File: config.mk
export PLATFORM = sky130hd
export DESIGN_NAME = sha256_w_scheduler
export DESIGN_NICKNAME = d
export VERILOG_FILES = /design/src/rtl/sha256_pkg.sv /design/src/rtl/sha256_w_expand.sv /design/src/rtl/sha256_w_scheduler.sv
export SDC_FILE = /design/constraint.sdc
export NUM_CORES = 2
export LEC_CHECK = 0
export CAP_MARGIN = 20
export CORE_ASPECT_RATIO = 1.75
export CORE_MARGIN = 4
export CORE_UTILIZATION = 38
export CTS_BUF_LIST = sky130_fd_sc_hd__clkbuf_8
export CTS_CLUSTER_SIZE = 40
export DETAILED_ROUTE_END_ITERATION = 10
export GPL_TIMING_DRIVEN = 1
export PLACE_DENSITY = 0.58
export REMOVE_ABC_BUFFERS = 1
export SLEW_MARGIN = 20
export SYNTH_ARGS = -nofsm -noshare
export SYNTH_HDL_FRONTEND = slang
export SYNTH_HIERARCHICAL = 1
export SYNTH_SLANG_ARGS = --single-unit
File: constraint.sdc
create_clock -name CLK -period 7.3 [get_ports CLK]
set_input_delay 0.73 -clock CLK [delete_from_list [all_inputs] [get_ports CLK]]
set_output_delay 0.73 -clock CLK [all_outputs]
set_load 0.05 [all_outputs]
File: src/rtl/sha256_pkg.sv
// Shared SHA-256 constants, schedule sigma functions and the W-scheduler state type.
package sha256_pkg;

  localparam int SHA256_ROUNDS = 64;
  localparam int SHA256_WIN    = 16;

  typedef enum logic [1:0] {
    ST_IDLE   = 2'd0,
    ST_STREAM = 2'd1,
    ST_DONE   = 2'd2
  } w_sched_state_t;

  // sigma0(x) = ROTR7 ^ ROTR18 ^ SHR3
  function automatic logic [31:0] sha256_sigma0(input logic [31:0] x);
    return {x[6:0], x[31:7]} ^ {x[17:0], x[31:18]} ^ (x >> 3);
  endfunction

  // sigma1(x) = ROTR17 ^ ROTR19 ^ SHR10
  function automatic logic [31:0] sha256_sigma1(input logic [31:0] x);
    return {x[16:0], x[31:17]} ^ {x[18:0], x[31:19]} ^ (x >> 10);
  endfunction

endpackage

File: src/rtl/sha256_w_expand.sv
// Combinational message-schedule expander: next word from window taps 0, 1, 9 and 14.
module sha256_w_expand
  import sha256_pkg::*;
(
  input  logic [31:0] win0,
  input  logic [31:0] win1,
  input  logic [31:0] win9,
  input  logic [31:0] win14,
  output logic [31:0] w_new
);

  assign w_new = sha256_sigma1(win14) + win9 + sha256_sigma0(win1) + win0;

endmodule

File: src/rtl/sha256_w_scheduler.sv
// SHA-256 message-schedule sequencer: loads a 512-bit block and streams W[0..63].
// Define SHA256_WSCHED_STALL_EN to let w_ready gate every transfer (backpressure).
module sha256_w_scheduler
  import sha256_pkg::*;
(
  input  logic         CLK,
  input  logic         RST,
  input  logic         start,
  input  logic [511:0] block_in,
  output logic         busy,
  output logic         w_valid,
  input  logic         w_ready,
  output logic [31:0]  w_out,
  output logic [5:0]   w_idx,
  output logic         done
);

  w_sched_state_t state_q, state_d;
  logic [5:0]     w_idx_q, w_idx_d;
  logic           w_valid_q, w_valid_d;
  logic           busy_q, busy_d;
  logic           done_q, done_d;

  logic [31:0] window_q   [SHA256_WIN];
  logic [31:0] window_d   [SHA256_WIN];
  logic [31:0] load_word  [SHA256_WIN];
  logic [31:0] shift_word [SHA256_WIN];
  logic [31:0] w_new;

  logic xfer;
  logic load_en;
  logic shift_en;

`ifdef SHA256_WSCHED_STALL_EN
  assign xfer = w_valid_q & w_ready;
`else
  // Fixed-rate stream: the consumer is assumed to always take the word.
  logic w_ready_unused;
  assign w_ready_unused = w_ready;
  assign xfer = w_valid_q;
`endif

  assign load_en  = (state_q == ST_IDLE) && start;
  assign shift_en = (state_q == ST_STREAM) && xfer;

  sha256_w_expand u_expand (
    .win0  (window_q[0]),
    .win1  (window_q[1]),
    .win9  (window_q[9]),
    .win14 (window_q[14]),
    .w_new (w_new)
  );

  // Word 0 is the most significant 32 bits of the block.
  genvar gi;
  generate
    for (gi = 0; gi < SHA256_WIN; gi++) begin : g_win
      assign load_word[gi] = block_in[511-32*gi -: 32];
      if (gi == SHA256_WIN-1) begin : g_tail
        assign shift_word[gi] = w_new;
      end else begin : g_body
        assign shift_word[gi] = window_q[gi+1];
      end
      assign window_d[gi] = load_en  ? load_word[gi]  :
                            shift_en ? shift_word[gi] :
                                       window_q[gi];
    end
  endgenerate

  always_comb begin
    state_d   = state_q;
    w_idx_d   = w_idx_q;
    w_valid_d = w_valid_q;
    busy_d    = busy_q;
    done_d    = 1'b0;
    case (state_q)
      ST_IDLE: begin
        if (start) begin
          state_d   = ST_STREAM;
          w_idx_d   = 6'd0;
          w_valid_d = 1'b1;
          busy_d    = 1'b1;
        end
      end
      ST_STREAM: begin
        if (xfer) begin
          w_idx_d = w_idx_q + 6'd1;
          if (w_idx_q == 6'(SHA256_ROUNDS-1)) begin
            state_d   = ST_DONE;
            w_valid_d = 1'b0;
            busy_d    = 1'b0;
            done_d    = 1'b1;
          end
        end
      end
      ST_DONE: begin
        state_d = ST_IDLE;
      end
      default: begin
        state_d   = ST_IDLE;
        w_valid_d = 1'b0;
        busy_d    = 1'b0;
      end
    endcase
  end

  always_ff @(posedge CLK or negedge RST) begin
    if (!RST) begin
      state_q   <= ST_IDLE;
      w_idx_q   <= 6'd0;
      w_valid_q <= 1'b0;
      busy_q    <= 1'b0;
      done_q    <= 1'b0;
      for (int i = 0; i < SHA256_WIN; i++) begin
        window_q[i] <= 32'd0;
      end
    end else begin
      state_q   <= state_d;
      w_idx_q   <= w_idx_d;
      w_valid_q <= w_valid_d;
      busy_q    <= busy_d;
      done_q    <= done_d;
      for (int i = 0; i < SHA256_WIN; i++) begin
        window_q[i] <= window_d[i];
      end
    end
  end

  assign w_out   = window_q[0];
  assign w_idx   = w_idx_q;
  assign w_valid = w_valid_q;
  assign busy    = busy_q;
  assign done    = done_q;

endmodule

==> out/qor.txt <==
==========================================================================================
Overall via count from detail_route                                                  19650
Actual transition at the worst max-transition pin                                  1082 ps
Routed length per placed instance                                                 24.26 um
Clk Latency, worst-skew pair                                                        730 ps
Post-layout worst setup margin                                                     2373 ps
Status                                                                        finished, final reports clean
Die X                                                                             233.1 um
Yosys warning count                                                                      6
Cell types with the highest counts after synthesis                            sky130_fd_sc_hd__mux2_4, sky130_fd_sc_hd__dfrtp_1, sky130_fd_sc_hd__mux2_2, sky130_fd_sc_hd__inv_1, sky130_fd_sc_hd__xnor2_1
Drt total wl                                                                      98510 um
Area of the core                                                               87920 sq um
Placer congestion estimate                                                          0.8574
Post-layout instance count excluding filler cells                                     4060
Maximum number of pins on one net before global-route repair                           170
Initial DRT Pass Iterations                                                              4
Kind of launch point of the worst setup path                                      register
Antenna violations before repair                                                        35
Clock edge transition at the registers on the reported setup and hold paths          60 ps
Number of unique standard cell types used by synthesis                                  62
Area share of the largest cell type after synthesis                                 39.22%
GRT Resource Usage Total                                                            20.66%
Endpoints failing hold                                                                   0
Total setup violations reported at the end of the flow                                   0
Setup repair after global routing missed its margin                                  false
Clk_skew                                                                          32.61 ps
CTS Root Cell                                                                 sky130_fd_sc_hd__clkbuf_8
Post-Route Hold Slack                                                             504.1 ps
Final antenna-violating net count                                                        0
Most repeated cell in the gate-level netlist after synthesis                  sky130_fd_sc_hd__mux2_4
Maximum operating frequency                                                     0.2030 GHz
Number of buffers created by CTS                                                        88
Final global-route overflow total                                                        0
Instance count after placement with tap cells included                                3872
Post-CTS setup buffers                                                                   0
Post-synthesis sequential area ratio                                                38.85%
Routed via count divided by cell count                                               4.839
Top FF cell, synth                                                            sky130_fd_sc_hd__dfrtp_1
Data required time at the worst endpoint                                           7900 ps
Average cell area after synthesis                                              15.03 sq um
Setup slack at placement                                                           2366 ps
Quantity of I/O buffers inserted on ports                                              555
Largest fanout on the critical path                                                      5
Number of nets in the layout                                                          3405
Accumulated negative setup slack                                                      0 ps
Die boundary height                                                               401.9 um
CTS Sinks                                                                              523
Number of synthesized flops with an enable pin                                           0
Post-route fraction of the period consumed by the critical path                     67.49%
Maximum buffer depth of the clock tree                                                   3
Top area cells in the synthesized netlist                                     sky130_fd_sc_hd__mux2_4, sky130_fd_sc_hd__dfrtp_1, sky130_fd_sc_hd__mux2_2
Fraction of registers with async set or reset after synthesis                       100.0%
Library cell occupying the most area in the post-synthesis netlist            sky130_fd_sc_hd__mux2_4
Effective utilization at floorplan                                                  38.31%
Synth-to-layout area growth                                                         24.51%
Total of flip-flops plus latches after synthesis                                       523
Row count                                                                              144
Number of global-route vias before repair                                            22290
Critical Path Sink Type                                                           register
Relative max-transition margin                                                      27.88%
I/O pin total                                                                          557
Final HPWL from detailed placement                                                73380 um
TritonCTS clock tree                                                                 built
Share of cells above drive strength 1                                               42.20%
Starting DRT DRC Count                                                                 954
Mapped Cells                                                                          2242
Global-route wire length before repair                                           145400 um
Number of max-capacitance violations reported                                            0
Kind of path behind the tightest hold check                                     reg -> reg
Number of gates resized after cts                                                        0
Min Clock Period, post-route                                                       4927 ps
H-tree depth                                                                             3
Number of pins with negative max-slew slack in the final report                          0
Floorplan die area                                                             93660 sq um
Worst Path Class, Setup                                                         reg -> reg
Worst endpoint data arrival time                                                   5530 ps
Number of remaining DRC errors                                                           0
Synthesized area                                                               33690 sq um
Number of buffers inserted for hold repair after clock tree synthesis                    1
==========================================================================================
==> area by class of cell <==
type	instances	area, sq um
tap	1168	1461
clock buffer	120	1652
fill	7930	45980
multi-input combinational	1472	18990
antenna	27	67.56
sequential	523	13090
inverter	123	461.7
timing repair buffer	587	5928
clock inverter	40	294.0
==> logic make-up (layout without fill, tap and decap cells) <==
kind of cell,Yosys count,in the layout,share of synthesized area [%]
flops,523,523,38.85
buf+inv,247,870,4.806
fa+ha+maj,94,94,4.873
compound gates,102,102,2.013
other cells,0,27,0
xor+xnor,146,146,3.796
mux,1027,1027,44.13
simple gates,103,103,1.527
==> placed cells by master, fill, tap and decap left out, types with 8 or more instances in the layout <==
master	n
sky130_fd_sc_hd__mux2_4	880
sky130_fd_sc_hd__xnor2_1	102
sky130_fd_sc_hd__ha_1	32
sky130_fd_sc_hd__a21oi_1	30
sky130_fd_sc_hd__diode_2	27
sky130_fd_sc_hd__a21o_1	12
sky130_fd_sc_hd__nand3_1	8
sky130_fd_sc_hd__clkinv_2	11
sky130_fd_sc_hd__buf_12	10
sky130_fd_sc_hd__nand2_1	28
sky130_fd_sc_hd__nor2_1	19
sky130_fd_sc_hd__fa_1	62
sky130_fd_sc_hd__mux2_2	145
sky130_fd_sc_hd__buf_4	21
sky130_fd_sc_hd__xor2_1	44
sky130_fd_sc_hd__dfrtp_1	523
sky130_fd_sc_hd__nor3_1	9
sky130_fd_sc_hd__clkdlybuf4s50_1	554
sky130_fd_sc_hd__inv_1	144
sky130_fd_sc_hd__clkbuf_8	120
sky130_fd_sc_hd__o21ai_0	17
==> sequential cells by signal (all words and copies together) (netlist names) <==
| signal | count |
|---|---|
| busy | 1 |
| w_out | 32 |
| done | 1 |
| w_idx | 6 |
| w_valid | 1 |
| state_q | 2 |
| shift_word | 480 |
==> critical path: stages, from the launching register on <==
cell and delay (ps):
sky130_fd_sc_hd__dfrtp_1 660, sky130_fd_sc_hd__xor2_1 150, sky130_fd_sc_hd__xnor2_1 280, sky130_fd_sc_hd__fa_1 480
sky130_fd_sc_hd__fa_1 500, sky130_fd_sc_hd__inv_1 50, sky130_fd_sc_hd__ha_1 210, sky130_fd_sc_hd__fa_1 420
sky130_fd_sc_hd__a21o_1 240, sky130_fd_sc_hd__a22oi_1 230, sky130_fd_sc_hd__o22ai_1 160, sky130_fd_sc_hd__or2_1 270
sky130_fd_sc_hd__a31oi_1 330, sky130_fd_sc_hd__o21bai_1 120, sky130_fd_sc_hd__xnor2_1 190, sky130_fd_sc_hd__mux2_4 270
sky130_fd_sc_hd__mux2_4 250
==> per-layer routing <==
layer	up-vias	share of wire (%)	global-route usage (%)
met5	-	0.083	0
met3	134	6.0	5.227
met4	12	3.9	9.928
met2	528	51	35.78
met1	9969	39	23.58
li1	9003	-	-
==> per-stage QoR <==
stage / util, % / area, sq um
final: 47.70 / 41940
after global routing: 47.68 / 41920
after CTS: 47.62 / 41870
after detailed placement: 45.40 / 39920
after global placement: 45.40 / 39920
after floorplan: - / 32530
==> final timing paths <==
path                            slack [ps]                   startpoint                          end  depth (start not counted)
worst min-delay path                   500  shift_word[476]$_DFFE_PN0P_  shift_word[476]$_DFFE_PN0P_                          1
max in group asynchronous             5090                          RST        w_out[10]$_DFFE_PN0P_                          3
worst max register to register        2370   shift_word[82]$_DFFE_PN0P_   shift_word[51]$_DFFE_PN0P_                         16
min in group asynchronous              600                          RST  shift_word[178]$_DFFE_PN0P_                          2
worst min register to register         500  shift_word[476]$_DFFE_PN0P_  shift_word[476]$_DFFE_PN0P_                          1
worst max-delay path                  2370   shift_word[82]$_DFFE_PN0P_   shift_word[51]$_DFFE_PN0P_                         16
Power is not shown: default switching activity piles up to over one toggle a cycle in this logic, so the estimate is an artifact.
